**config.mk**
```make
export PLATFORM = sky130hd
export DESIGN_NAME = dds_phase_gen
export DESIGN_NICKNAME = d
export VERILOG_FILES = /design/src/rtl/dds_phase_gen.sv
export SDC_FILE = /design/constraint.sdc
export NUM_CORES = 1
export LEC_CHECK = 0
export BUFFER_PORTS_ARGS = -buffer_cell sky130_fd_sc_hd__buf_4
export CAP_MARGIN = 10
export CORE_ASPECT_RATIO = 1.4
export CORE_MARGIN = 5
export CORE_UTILIZATION = 55
export DETAILED_ROUTE_END_ITERATION = 10
export PLACE_DENSITY = 0.74
export SETUP_SLACK_MARGIN = 0.02
export SKIP_CTS_REPAIR_TIMING = 1
export SYNTH_ARGS = -nofsm -noshare
export SYNTH_HDL_FRONTEND = slang
export SYNTH_SLANG_ARGS = --single-unit
export TNS_END_PERCENT = 20
```
**constraint.sdc**
```tcl
create_clock -name Fg_CLK -period 4 [get_ports Fg_CLK]
set_clock_uncertainty 0.1 [all_clocks]
set_input_delay 0.4 -clock Fg_CLK [delete_from_list [all_inputs] [get_ports Fg_CLK]]
set_output_delay 0.4 -clock Fg_CLK [all_outputs]
set_load 0.02 [all_outputs]
```
**src/rtl/dds_phase_gen.sv**
```systemverilog
// DDS phase generator: phase accumulator with a handshaked
// tuning word that is applied only on a phase boundary.
module dds_phase_gen #(
  parameter int ACC_W = 32,
  parameter int OUT_W = 12
) (
  input  logic             Fg_CLK,
  input  logic             RESET,
  input  logic             Enable,
  input  logic [ACC_W-1:0] Ftw_In,
  input  logic             Ftw_Valid,
  output logic             Ftw_Ready,
  input  logic [1:0]       Wave_Sel,
  input  logic             Phase_Sync,
  output logic [OUT_W-1:0] Dac_Data,
  output logic             Wrap
);

  localparam logic [OUT_W-1:0] MID =
    {1'b1, {(OUT_W-1){1'b0}}};

  typedef enum logic [1:0] {
    S_IDLE,
    S_RUN,
    S_PEND
  } state_t;

  state_t           r_state;
  state_t           w_next;
  logic [ACC_W-1:0] r_phase;
  logic [ACC_W-1:0] r_ftw;
  logic [ACC_W-1:0] r_shadow;
  logic [OUT_W-1:0] r_dac;
  logic             r_wrap;

  logic [ACC_W:0]   w_sum;
  logic             w_carry;
  logic             w_xfer;
  logic             w_busy;
  logic             w_bound;
  logic [OUT_W:0]   w_p;
  logic [OUT_W-1:0] w_wave;

  assign w_sum   = {1'b0, r_phase} + {1'b0, r_ftw};
  assign w_carry = w_sum[ACC_W];
  assign w_busy  = (r_state != S_IDLE);
  assign w_xfer  = Ftw_Valid & Ftw_Ready;
  assign w_bound = Phase_Sync | w_carry;
  assign w_p     = r_phase[ACC_W-1 -: OUT_W+1];

  assign Ftw_Ready = (r_state != S_PEND);
  assign Dac_Data  = r_dac;
  assign Wrap      = r_wrap;

  // Next-state logic; dropping Enable always wins
  always_comb begin
    w_next = r_state;
    unique case (r_state)
      S_IDLE: begin
        if (Enable) w_next = S_RUN;
      end
      S_RUN: begin
        if (!Enable)     w_next = S_IDLE;
        else if (w_xfer) w_next = S_PEND;
      end
      S_PEND: begin
        if (!Enable)      w_next = S_IDLE;
        else if (w_bound) w_next = S_RUN;
      end
      default: w_next = S_IDLE;
    endcase
  end

  // Waveform shaping from the top OUT_W+1 phase bits
  always_comb begin
    w_wave = MID;
    unique case (Wave_Sel)
      2'd0: w_wave = w_p[OUT_W:1];
      2'd1: w_wave = {OUT_W{w_p[OUT_W]}};
      2'd2: w_wave = w_p[OUT_W] ? ~w_p[OUT_W-1:0]
                                :  w_p[OUT_W-1:0];
      2'd3: w_wave = MID;
    endcase
  end

  // State register
  always_ff @(posedge Fg_CLK or posedge RESET) begin
    if (RESET) r_state <= S_IDLE;
    else       r_state <= w_next;
  end

  // Phase accumulator; sync clears it ahead of accumulation
  always_ff @(posedge Fg_CLK or posedge RESET) begin
    if (RESET)
      r_phase <= '0;
    else if (!w_busy || !Enable || Phase_Sync)
      r_phase <= '0;
    else
      r_phase <= w_sum[ACC_W-1:0];
  end

  // Active and shadow tuning words
  always_ff @(posedge Fg_CLK or posedge RESET) begin
    if (RESET) begin
      r_ftw    <= '0;
      r_shadow <= '0;
    end else begin
      unique case (r_state)
        S_IDLE: begin
          if (w_xfer) r_ftw <= Ftw_In;
        end
        S_RUN: begin
          if (!Enable)     r_shadow <= '0;
          else if (w_xfer) r_shadow <= Ftw_In;
        end
        S_PEND: begin
          if (!Enable)      r_shadow <= '0;
          else if (w_bound) r_ftw <= r_shadow;
        end
        default: r_shadow <= '0;
      endcase
    end
  end

  // Overflow pulse, suppressed by sync or disable
  always_ff @(posedge Fg_CLK or posedge RESET) begin
    if (RESET) r_wrap <= 1'b0;
    else       r_wrap <= w_busy & Enable &
                         ~Phase_Sync & w_carry;
  end

  // Output sample: midscale whenever idle on either side
  always_ff @(posedge Fg_CLK or posedge RESET) begin
    if (RESET)
      r_dac <= MID;
    else if (!w_busy || w_next == S_IDLE)
      r_dac <= MID;
    else
      r_dac <= w_wave;
  end

endmodule
```
==> run summary, run 1 <==
Flops & latches, synth: 111
Yosys top cell area share: 42.5%
Worst setup path class: flop to flop
Antenna diodes: 0
Post-synth EDFFs: 0
Post-synthesis cell type count: 56
Layout fillers: 951
Wirelength per Cell: 16.3 µm
Hold path start: Enable
Detail Placement HPWL: 9870 µm
Leak: 3.40 nW
Min-Delay Endpoint: Dac_Data[11]$_DFF_PP1_
Final Max Tran Viols: 0
Crit path required time: 4140 ps
Post-Syn Instances: 647
Largest net degree at the start of global routing: 75
CP endpoint kind: flop
CP max FO: 21
Tot Pwr: 3.12 mW
Die width: 102 µm
Die H: 138 µm
Area Growth Syn to Fin: 11.6%
Seq/Total Area, Yosys: 42.9%
HP Class: input port to flop
Synth top area cells: dfrtp_1, mux2_4, ha_1, mux2_2, nand2_1
Site Rows: 47
Max-cap violations: 0
Commonest cells in the netlist: dfrtp_1, nand2_1, nor2_1
Top cell type by total area after synthesis: dfrtp_1
Fmax: 287 MHz
Post-route minimum period: 3480 ps
GRT Util Overall: 20.1%
Worst-Margin Slew: 911 ps
Worst vdd ir: 0.207 mV
Startpoint types: flop
Slew headroom: 39.3%
CORE AREA: 11700 µm²
Pre-antenna DRT Iters: 4
Initial antenna violation count: 0
RSZ-0062 raised after global routing: no
Die area: 14100 µm²
Via count of the routed design: 4751
Synthesized Nets: 719
Critical path arrival: 3620 ps
Synth Cell Area: 6470 µm²
Status: finished, final reports clean
R2R depth: 12
Final WL: 13600 µm
Critical Path Max Stage Delay: 470 ps
FFs w/ async S/R, synth: 100%
Final hold violation count: 0
Initial Util: 55.3%
CTS max path bufs: 2
Tcrit/Tclk final: 87.0%
Syn. warnings: 0
CTS tree: built
Nets@finish: 754
Top_reg_cell synth: dfrtp_1
Final number of setup-violating endpoints: 0
CTS H-tree depth: 3
Power Density: 431 nW/µm²
I/O pin total: 53
Vias per cell: 5.70
DR iter-0 viols: 184
Critical R2R Launch: r_ftw[0]$_DFFE_PP0P_
Worst-path clk slew: 80 ps
Post-Syn Area per Cell: 10.0 µm²
Antenna viol nets, final: 0
Grt ovf: 0
Wire length of the first global-routing pass: 22700 µm
DRC Markers: 0
Share of cells above drive strength 1: 22.1%
Placer Congestion: 0.937
CTS root buffer: clkbuf_16
Most instantiated library cell after synthesis: dfrtp_1
IO Port Bufs: 52
Worst reg2reg setup slack: 520 ps
TritonCTS Buffers: 9
Latest clock arrival within the worst-skew pair: 360 ps
Final TNS setup: 0 ps
Hold Path Cell Cnt: 2
Crit-path cells: ha_1, inv_1, fa_1, nor2b_4, o31a_1, o2111ai_1, a31oi_1, o31ai_2, nand2_2, a22oi_4, buf_12, mux2_4
Vias in the first global route: 4801
Slowest stage cell, crit path: a22oi_4
# clock sinks: 111
Reg-to-Reg End: r_ftw[15]$_DFFE_PP0P_
==> layout make-up <==
class / instances / area, µm² / area share, %
Sequential cell: 111 / 2780 / 38.5
Timing Repair Buffer: 59 / 455 / 6.31
Clock inverter: 7 / 65.1 / 0.901
Clock buffer: 9 / 225 / 3.12
Tap cell: 147 / 184 / 2.55
Inverter: 13 / 51.3 / 0.710
Multi-Input combinational cell: 488 / 3460 / 47.9
==> where the power goes <==
part / switching (mW) / internal (mW) / total, mW
registers: 0.0986 / 1.26 / 1.36
clock network: 0.447 / 0.439 / 0.885
logic: 0.462 / 0.413 / 0.875
total: 1.01 / 2.11 / 3.12
==> state kept, by name, indices dropped and copies added (netlist names) <==
signal / cells
r_phase: 32
Dac_Data: 12
r_ftw: 32
r_shadow: 32
r_state: 2
Wrap: 1
==> stage by stage <==
stage          cells  hold slack [ps]  setup WS (ps)  cell area, µm²  util, %
2_1_floorplan    647              344            571            6470        -
3_3_place_gp     818              356            645            6930     59.2
3_5_place_dp     818              368            559            6930     59.2
4_1_cts          834              131            520            7220     61.7
5_1_grt          834              151            369            7220     61.7
6_report         834              138            520            7220     61.7
==> metal layers <==
| metal | track usage (%) | routed length, µm | part of all wire, % | vias up |
|---|---|---|---|---|
| met1 | 24.0 | 5520 | 41 | 2279 |
| met4 | 8.61 | 386 | 2.8 | 0 |
| met3 | 2.67 | 471 | 3.5 | 28 |
| met2 | 35.4 | 7180 | 53 | 92 |
| met5 | 0 | 0 | 0 | - |
| li1 | - | - | - | 2352 |
==> critical path, delay by kind of cell, from the launching register on <==
kind / cells / cell delay [ps]
flops: 1 / 390
simple gates: 2 / 170
buf+inv: 2 / 360
fa+ha+maj: 2 / 440
compound gates: 5 / 1570
mux: 1 / 320
==> worst max path at each step <==
| stage | startpoint | end | depth (start not counted) |
|---|---|---|---|
| after detailed placement | r_phase[0]$_DFF_PP0_ | r_ftw[15]$_DFFE_PP0P_ | 12 |
| after floorplan | RESET | Dac_Data[0]$_DFF_PP0_ | 1 |
| after global routing | r_ftw[0]$_DFFE_PP0P_ | r_ftw[17]$_DFFE_PP0P_ | 12 |
| final | r_ftw[0]$_DFFE_PP0P_ | r_ftw[15]$_DFFE_PP0P_ | 12 |
| after CTS | r_ftw[0]$_DFFE_PP0P_ | r_ftw[15]$_DFFE_PP0P_ | 12 |
| after global placement | r_ftw[0]$_DFFE_PP0P_ | r_ftw[18]$_DFFE_PP0P_ | 12 |
==> cell families (layout without fill, tap and decap cells) <==
kind of cell | after synthesis | after routing | synth area share [%]
AO/OA/AOI/OAI | 159 | 159 | 15.8
XOR/XNOR | 32 | 32 | 4.33
adder cells (fa/ha/maj) | 33 | 33 | 6.50
buffers and inverters | 48 | 88 | 3.65
flip-flops | 111 | 111 | 42.9
multiplexers | 65 | 65 | 12.9
AND/OR/NAND/NOR | 199 | 199 | 13.9
==> layout by cell type, fill, tap and decap left out, types with 3 or more instances in the layout <==
cell type / instances
dfrtp_1: 110
nand2_1: 79
buf_4: 58
nor2_1: 57
o21ai_0: 47
a21oi_1: 47
mux2_2: 33
ha_1: 32
mux2_4: 29
xnor2_1: 22
nand3_1: 14
a211o_1: 14
a21o_1: 13
inv_1: 12
xor2_1: 10
clkbuf_16: 9
nand4_1: 8
nor3_1: 8
nor2b_1: 6
o21a_1: 6
nand2b_1: 5
a31oi_1: 5
a21boi_0: 4
o21bai_1: 4
nand3b_1: 3
and3_1: 3
mux2i_1: 3
or2_2: 3
o211ai_1: 3
nor3b_1: 3
clkinv_4: 3
inv_8: 3
(Power assumes the default switching activity.)
==> run 2: changes to the inputs <==
--- a/config.mk
+++ b/config.mk
@@ -17,4 +17,4 @@
 export SYNTH_ARGS = -nofsm -noshare
 export SYNTH_HDL_FRONTEND = slang
 export SYNTH_SLANG_ARGS = --single-unit
-export TNS_END_PERCENT = 20
+export TNS_END_PERCENT = 10
==> constraint.sdc (replaced) <==
create_clock -name Fg_CLK -period 3.8 [get_ports Fg_CLK]
set_clock_uncertainty 0.1 [all_clocks]
set_input_delay 0.38 -clock Fg_CLK [delete_from_list [all_inputs] [get_ports Fg_CLK]]
set_output_delay 0.38 -clock Fg_CLK [all_outputs]
set_load 0.02 [all_outputs]
==> run 2 against run 1 <==
Count of clock-buffer cells in the layout is the same. Sequential share of layout area shrank 0.20 points. Die area is the same. Clock power grew 9.6%. Design area grew 0.52%. Critical endpoint is now r_ftw[31]$_DFFE_PP0P_.
==> run summary, run 2 (synthesis results as in run 1) <==
Status: finished, final reports clean
Final Max Tran Viols: 0 (unchanged)
# clock sinks: 111 (unchanged)
Tot Pwr: 3.33 mW (+6.8%)
I/O pin total: 53 (unchanged)
CP Depth: 12 (unchanged)
TritonCTS Buffers: 9 (unchanged)
DRC Markers: 0 (unchanged)
CTS root buffer: clkbuf_16
Wire length of the first global-routing pass: 23500 µm (+3.5%)
Placer Congestion: 0.920 (-1.9%)
Initial antenna violation count: 0 (unchanged)
Antenna viol nets, final: 0 (unchanged)
Reg-to-Reg End: r_ftw[31]$_DFFE_PP0P_
Detail Placement HPWL: 10100 µm (+2.3%)
Critical path arrival: 3440 ps (-180 ps)
Site Rows: 47 (unchanged)
Area Growth Syn to Fin: 12.2%
CTS H-tree depth: 3 (unchanged)
CP endpoint kind: flop
Most frequent cells in the layout: dfrtp_1, nand2_1, buf_4
Worst Path Buf+Inv: 2 (unchanged)
Crit path from: r_ftw[0]$_DFFE_PP0P_
RSZ-0062 raised after global routing: no
CORE AREA: 11700 µm² (unchanged)
Die H: 138 µm (unchanged)
Final TNS setup: 0 ps (unchanged)
Design area: 7260 µm² (+0.52%)
Post-route minimum period: 3300 ps (-179 ps)
Share of cells above drive strength 1: 22.2% (+0.081 points)
Power Density: 458 nW/µm² (+6.3%)
HP Class: input port to flop
Final hold violation count: 0 (unchanged)
Worst setup path class: flop to flop
Final number of setup-violating endpoints: 0 (unchanged)
R2R depth: 12 (unchanged)
Hold path start: Enable
Via count of the routed design: 4847 (+2.0%)
DR iter-0 viols: 245 (+33%)
CTS tree: built
Crit path required time: 3940 ps (-200 ps)
Antenna diodes: 0 (unchanged)
Startpoint types: flop
Slew headroom: 57.8% (+19 points)
Worst-Margin Slew: 632 ps (-279 ps)
Pre-antenna DRT Iters: 4 (unchanged)
Worst-path clk slew: 80 ps (about the same)
Latest clock arrival within the worst-skew pair: 350 ps (about the same)
Vias per cell: 5.80 (+1.8%)
Crit-path leading delay family: compound AO/OA/AOI/OAI gates
CP max FO: 22 (+4.8%)
Slowest stage cell, crit path: buf_4
Die area: 14100 µm² (unchanged)
Vias in the first global route: 4945 (+3.0%)
Tcrit/Tclk final: 86.9% (-0.14 points)
Worst reg2reg setup slack: 500 ps (-20 ps)
Cell Area, Placed: 6920 µm² (-0.18%)
Critical Path Max Stage Delay: 420 ps (-50 ps)
Leak: 3.41 nW (+0.37%)
Crit-path cells: ha_1, inv_1, fa_1, nor2b_4, o31a_1, o2111ai_1, a31oi_1, o31ai_2, nand2_2, a22oi_4, buf_4, mux2_2
Initial Util: 55.3% (unchanged)
Top Registers: r_ftw: 32 flops, r_phase: 32 flops, r_shadow: 32 flops
Commonest non-fill, non-tap cell in the layout: dfrtp_1
Wirelength per Cell: 16.6 µm (+2.2%)
Critical R2R Launch: r_ftw[0]$_DFFE_PP0P_
Final WL: 13900 µm (+2.4%)
Largest net degree at the start of global routing: 91 (+21%)
GRT Util Overall: 20.8% (+0.72 points)
Fmax: 303 MHz (+5.4%)
Worst vdd ir: 0.241 mV (+17%)
CP endpoint: r_ftw[31]$_DFFE_PP0P_
Grt ovf: 0 (unchanged)
Max-cap violations: 0 (unchanged)
Die width: 102 µm (unchanged)
CTS max path bufs: 2 (unchanged)
Nets@finish: 756 (+0.27%)
IO Port Bufs: 52 (unchanged)
run 2: layout make-up:
type	count	area (µm²)
clock buffer	9	225
clock inverter	7	77.6
fill	973	4440
inverter	13	51.3
multi-input combinational	488	3460
sequential	111	2780
tap	147	184
timing repair buffer	61	480
run 2: how the worst min path moves through the flow:
stage                               endpoint  slack (ps)  cells after the start
floorplan             Dac_Data[11]$_DFF_PP1_         340                      1
global placement    r_shadow[10]$_DFFE_PP0P_         360                      2
detailed placement  r_shadow[17]$_DFFE_PP0P_         370                      2
CTS                   Dac_Data[11]$_DFF_PP1_         130                      2
global route          Dac_Data[11]$_DFF_PP1_         140                      2
finish                Dac_Data[11]$_DFF_PP1_         140                      2
run 2: metal layers:
layer | vias up | share of wire (%) | global-route usage (%)
met5 | - | 0 | 0
met4 | 0 | 3.4 | 8.68
met3 | 35 | 4.2 | 3.53
met2 | 119 | 53 | 36.8
met1 | 2344 | 39 | 24.3
li1 | 2349 | - | -
run 2: metrics by stage:
| stage | utilization (%) | setup WS, ps | hold slack, ps | instances |
|---|---|---|---|---|
| floorplan | - | 391 | 341 | 647 |
| global placement | 59.1 | 625 | 356 | 818 |
| detailed placement | 59.1 | 483 | 365 | 818 |
| CTS | 61.7 | 475 | 126 | 834 |
| global route | 62.0 | 263 | 138 | 836 |
| finish | 62.0 | 499 | 137 | 836 |
run 2: power by group:
part	switching (mW)	internal (mW)
registers	0.102	1.32
logic	0.496	0.437
clock network	0.451	0.519
run 2: worst reg2reg max path, cell delays in order, from the launching register on:
cell and delay, ps:
dfrtp_1 400, ha_1 200, inv_1 80, fa_1 230, nor2b_4 60, o31a_1 290
o2111ai_1 290, a31oi_1 160, o31ai_2 330, nand2_2 110, a22oi_4 140, buf_4 420
mux2_2 390
==> run 3: changes to the inputs <==
--- a/config.mk
+++ b/config.mk
@@ -12,6 +12,7 @@
 export CORE_UTILIZATION = 55
 export DETAILED_ROUTE_END_ITERATION = 10
 export PLACE_DENSITY = 0.74
+export RECOVER_POWER = 50
 export SETUP_SLACK_MARGIN = 0.02
 export SKIP_CTS_REPAIR_TIMING = 1
 export SYNTH_ARGS = -nofsm -noshare
==> run 3 against run 2 <==
The run now ends with capacitance limit, slew limit left. Sequential share of layout area rose by 0.31 points. Largest cell class unchanged. Core utilization decreased by 0.49 points. Critical path type unchanged. Count of clock-buffer cells in the layout unchanged.
==> run summary, run 3 (synthesis results as in run 1) <==
Wire length of the first global-routing pass: 23500 µm (unchanged)
Top Layer Used: met4
Area Growth Syn to Fin: 11.3%
CP max FO: 22 (unchanged)
IO Port Bufs: 52 (unchanged)
Worst vdd ir: 0.242 mV (+0.16%)
Critical Path Max Stage Delay: 400 ps (-20 ps)
Final Max Tran Viols: 27 (+27)
Crit path required time: 3940 ps (about the same)
Post-route minimum period: 3280 ps (-24.3 ps)
Setup ws final: 523 ps (+24.3 ps)
Pre-antenna DRT Iters: 7 (+3)
Worst-path clk slew: 80 ps (about the same)
Placer Congestion: 0.920 (unchanged)
Cell Area, Placed: 6920 µm² (unchanged)
Slew headroom: -7.16% (-65 points)
Detail Placement HPWL: 10100 µm (unchanged)
Slowest stage cell, crit path: dfrtp_1
Met2 wire length: 7460 µm (+1.1%)
CORE AREA: 11700 µm² (unchanged)
Hold Path Cell Cnt: 2 (unchanged)
Die H: 138 µm (unchanged)
Non-filler cells, final: 836 (unchanged)
Wirelength per Cell: 16.6 µm (unchanged)
Hold path start: Enable
Latest clock arrival within the worst-skew pair: 350 ps (about the same)
Startpoint types: flop
CTS tree: built
DRC Markers: 0 (unchanged)
Top Registers: r_ftw: 32 flops, r_phase: 32 flops, r_shadow: 32 flops
Final WL: 13900 µm (unchanged)
Min-Delay Endpoint: Dac_Data[11]$_DFF_PP1_
Largest net degree at the start of global routing: 91 (unchanged)
Final number of setup-violating endpoints: 0 (unchanged)
Final TNS setup: 0 ps (unchanged)
Tcrit/Tclk final: 86.2% (-0.64 points)
Die width: 102 µm (unchanged)
Max-cap violations: 1 (+1)
DP Cell Count: 818 (unchanged)
Initial Util: 55.3% (unchanged)
Grt ovf: 0 (unchanged)
HP Class: input port to flop
RSZ-0062 raised after global routing: no
Via count of the routed design: 4844 (-0.062%)
Crit-path cells: ha_1, inv_1, fa_1, nor2b_4, o31a_1, o2111ai_1, a31oi_1, o31ai_2, nand2_2, a22oi_4, buf_4, mux2_2
Most frequent cells in the layout: dfrtp_1, nand2_1, nor2_1
Reg-to-Reg End: r_ftw[31]$_DFFE_PP0P_
Critical path arrival: 3420 ps (-20 ps)
CTS max path bufs: 2 (unchanged)
Antenna viol nets, final: 0 (unchanged)
Design area: 7200 µm² (-0.79%)
Initial antenna violation count: 0 (unchanged)
Site Rows: 47 (unchanged)
Share of cells above drive strength 1: 20.0% (-2.2 points)
CTS root buffer: clkbuf_16
Metal1 wirelength: 5500 µm (+1.2%)
Die area: 14100 µm² (unchanged)
# clock sinks: 111 (unchanged)
Leak: 3.34 nW (-2.0%)
Critical R2R Launch: r_ftw[0]$_DFFE_PP0P_
Worst-Margin Slew: 1610 ps (+975 ps)
Worst setup path class: flop to flop
Antenna diodes: 0 (unchanged)
Status: finished with violations
Power Density: 461 nW/µm² (+0.64%)
CTS H-tree depth: 3 (unchanged)
DR iter-0 viols: 185 (-24%)
CP endpoint kind: flop
Fmax: 305 MHz (+0.74%)
Failing checks: capacitance limit, slew limit
Worst reg2reg setup slack: 520 ps (+20 ps)
TritonCTS Buffers: 9 (unchanged)
Vias in the first global route: 4945 (unchanged)
Nets@finish: 756 (unchanged)
Commonest non-fill, non-tap cell in the layout: dfrtp_1
Final hold violation count: 0 (unchanged)
Met3 WL: 513 µm (-13%)
Worst slack, placed: 483 ps (unchanged)
Vias per cell: 5.79 (about the same)
GRT Util Overall: 20.8% (unchanged)
I/O pin total: 53 (unchanged)
R2R depth: 12 (unchanged)
Tot Pwr: 3.32 mW (-0.16%)
run 3: cell types whose count changed in the layout (fill, tap and decap cells not counted), sizes merged:
| cell | before | now |
|---|---|---|
| clkbuf | 9 | 25 |
| buf | 60 | 44 |
| inv | 16 | 15 |
| clkinvlp | 1 | 2 |
run 3: worst max path at each step:
stage                         startpoint  cells after the start  slack, ps                     to
floorplan                          RESET                      1        390  Dac_Data[0]$_DFF_PP0_
global placement    r_ftw[0]$_DFFE_PP0P_                     12        620  r_ftw[31]$_DFFE_PP0P_
detailed placement  r_phase[0]$_DFF_PP0_                     12        480  r_ftw[31]$_DFFE_PP0P_
CTS                 r_ftw[0]$_DFFE_PP0P_                     12        470  r_ftw[31]$_DFFE_PP0P_
global route        r_ftw[0]$_DFFE_PP0P_                     12        260  r_ftw[31]$_DFFE_PP0P_
finish              r_ftw[0]$_DFFE_PP0P_                     12        520  r_ftw[31]$_DFFE_PP0P_
run 3: cell type report:
class,count,area (µm²)
tap,147,184
multi-input combinational,488,3460
timing repair buffer,61,424
inverter,13,50.0
clock buffer,9,225
clock inverter,7,77.6
fill,991,4500
sequential,111,2780
run 3: report_power, final:
group | internal (mW) | switching, mW | total [mW]
combinational | 0.433 | 0.496 | 0.929
clock | 0.519 | 0.450 | 0.969
sequential | 1.32 | 0.102 | 1.42
run 3: metal layers:
layer / track usage [%] / vias up
li1: - / 2356
met1: 24.3 / 2350
met2: 36.8 / 109
met3: 3.53 / 29
met4: 8.68 / 0
met5: 0 / -
run 3: worst max-delay path: cells and delay by family (launching register included):
| kind | cells | cell delay (ps) |
|---|---|---|
| fa+ha+maj | 2 | 430 |
| simple gates | 2 | 170 |
| compound gates | 5 | 1200 |
| buf+inv | 2 | 470 |
| flops | 1 | 400 |
| mux | 1 | 380 |
run 3: stage by stage:
step                      hold slack, ps  util [%]
after global routing                 138      61.5
after global placement               356      59.1
after floorplan                      341         -
after detailed placement             365      59.1
after CTS                            126      61.7
final                                137      61.5
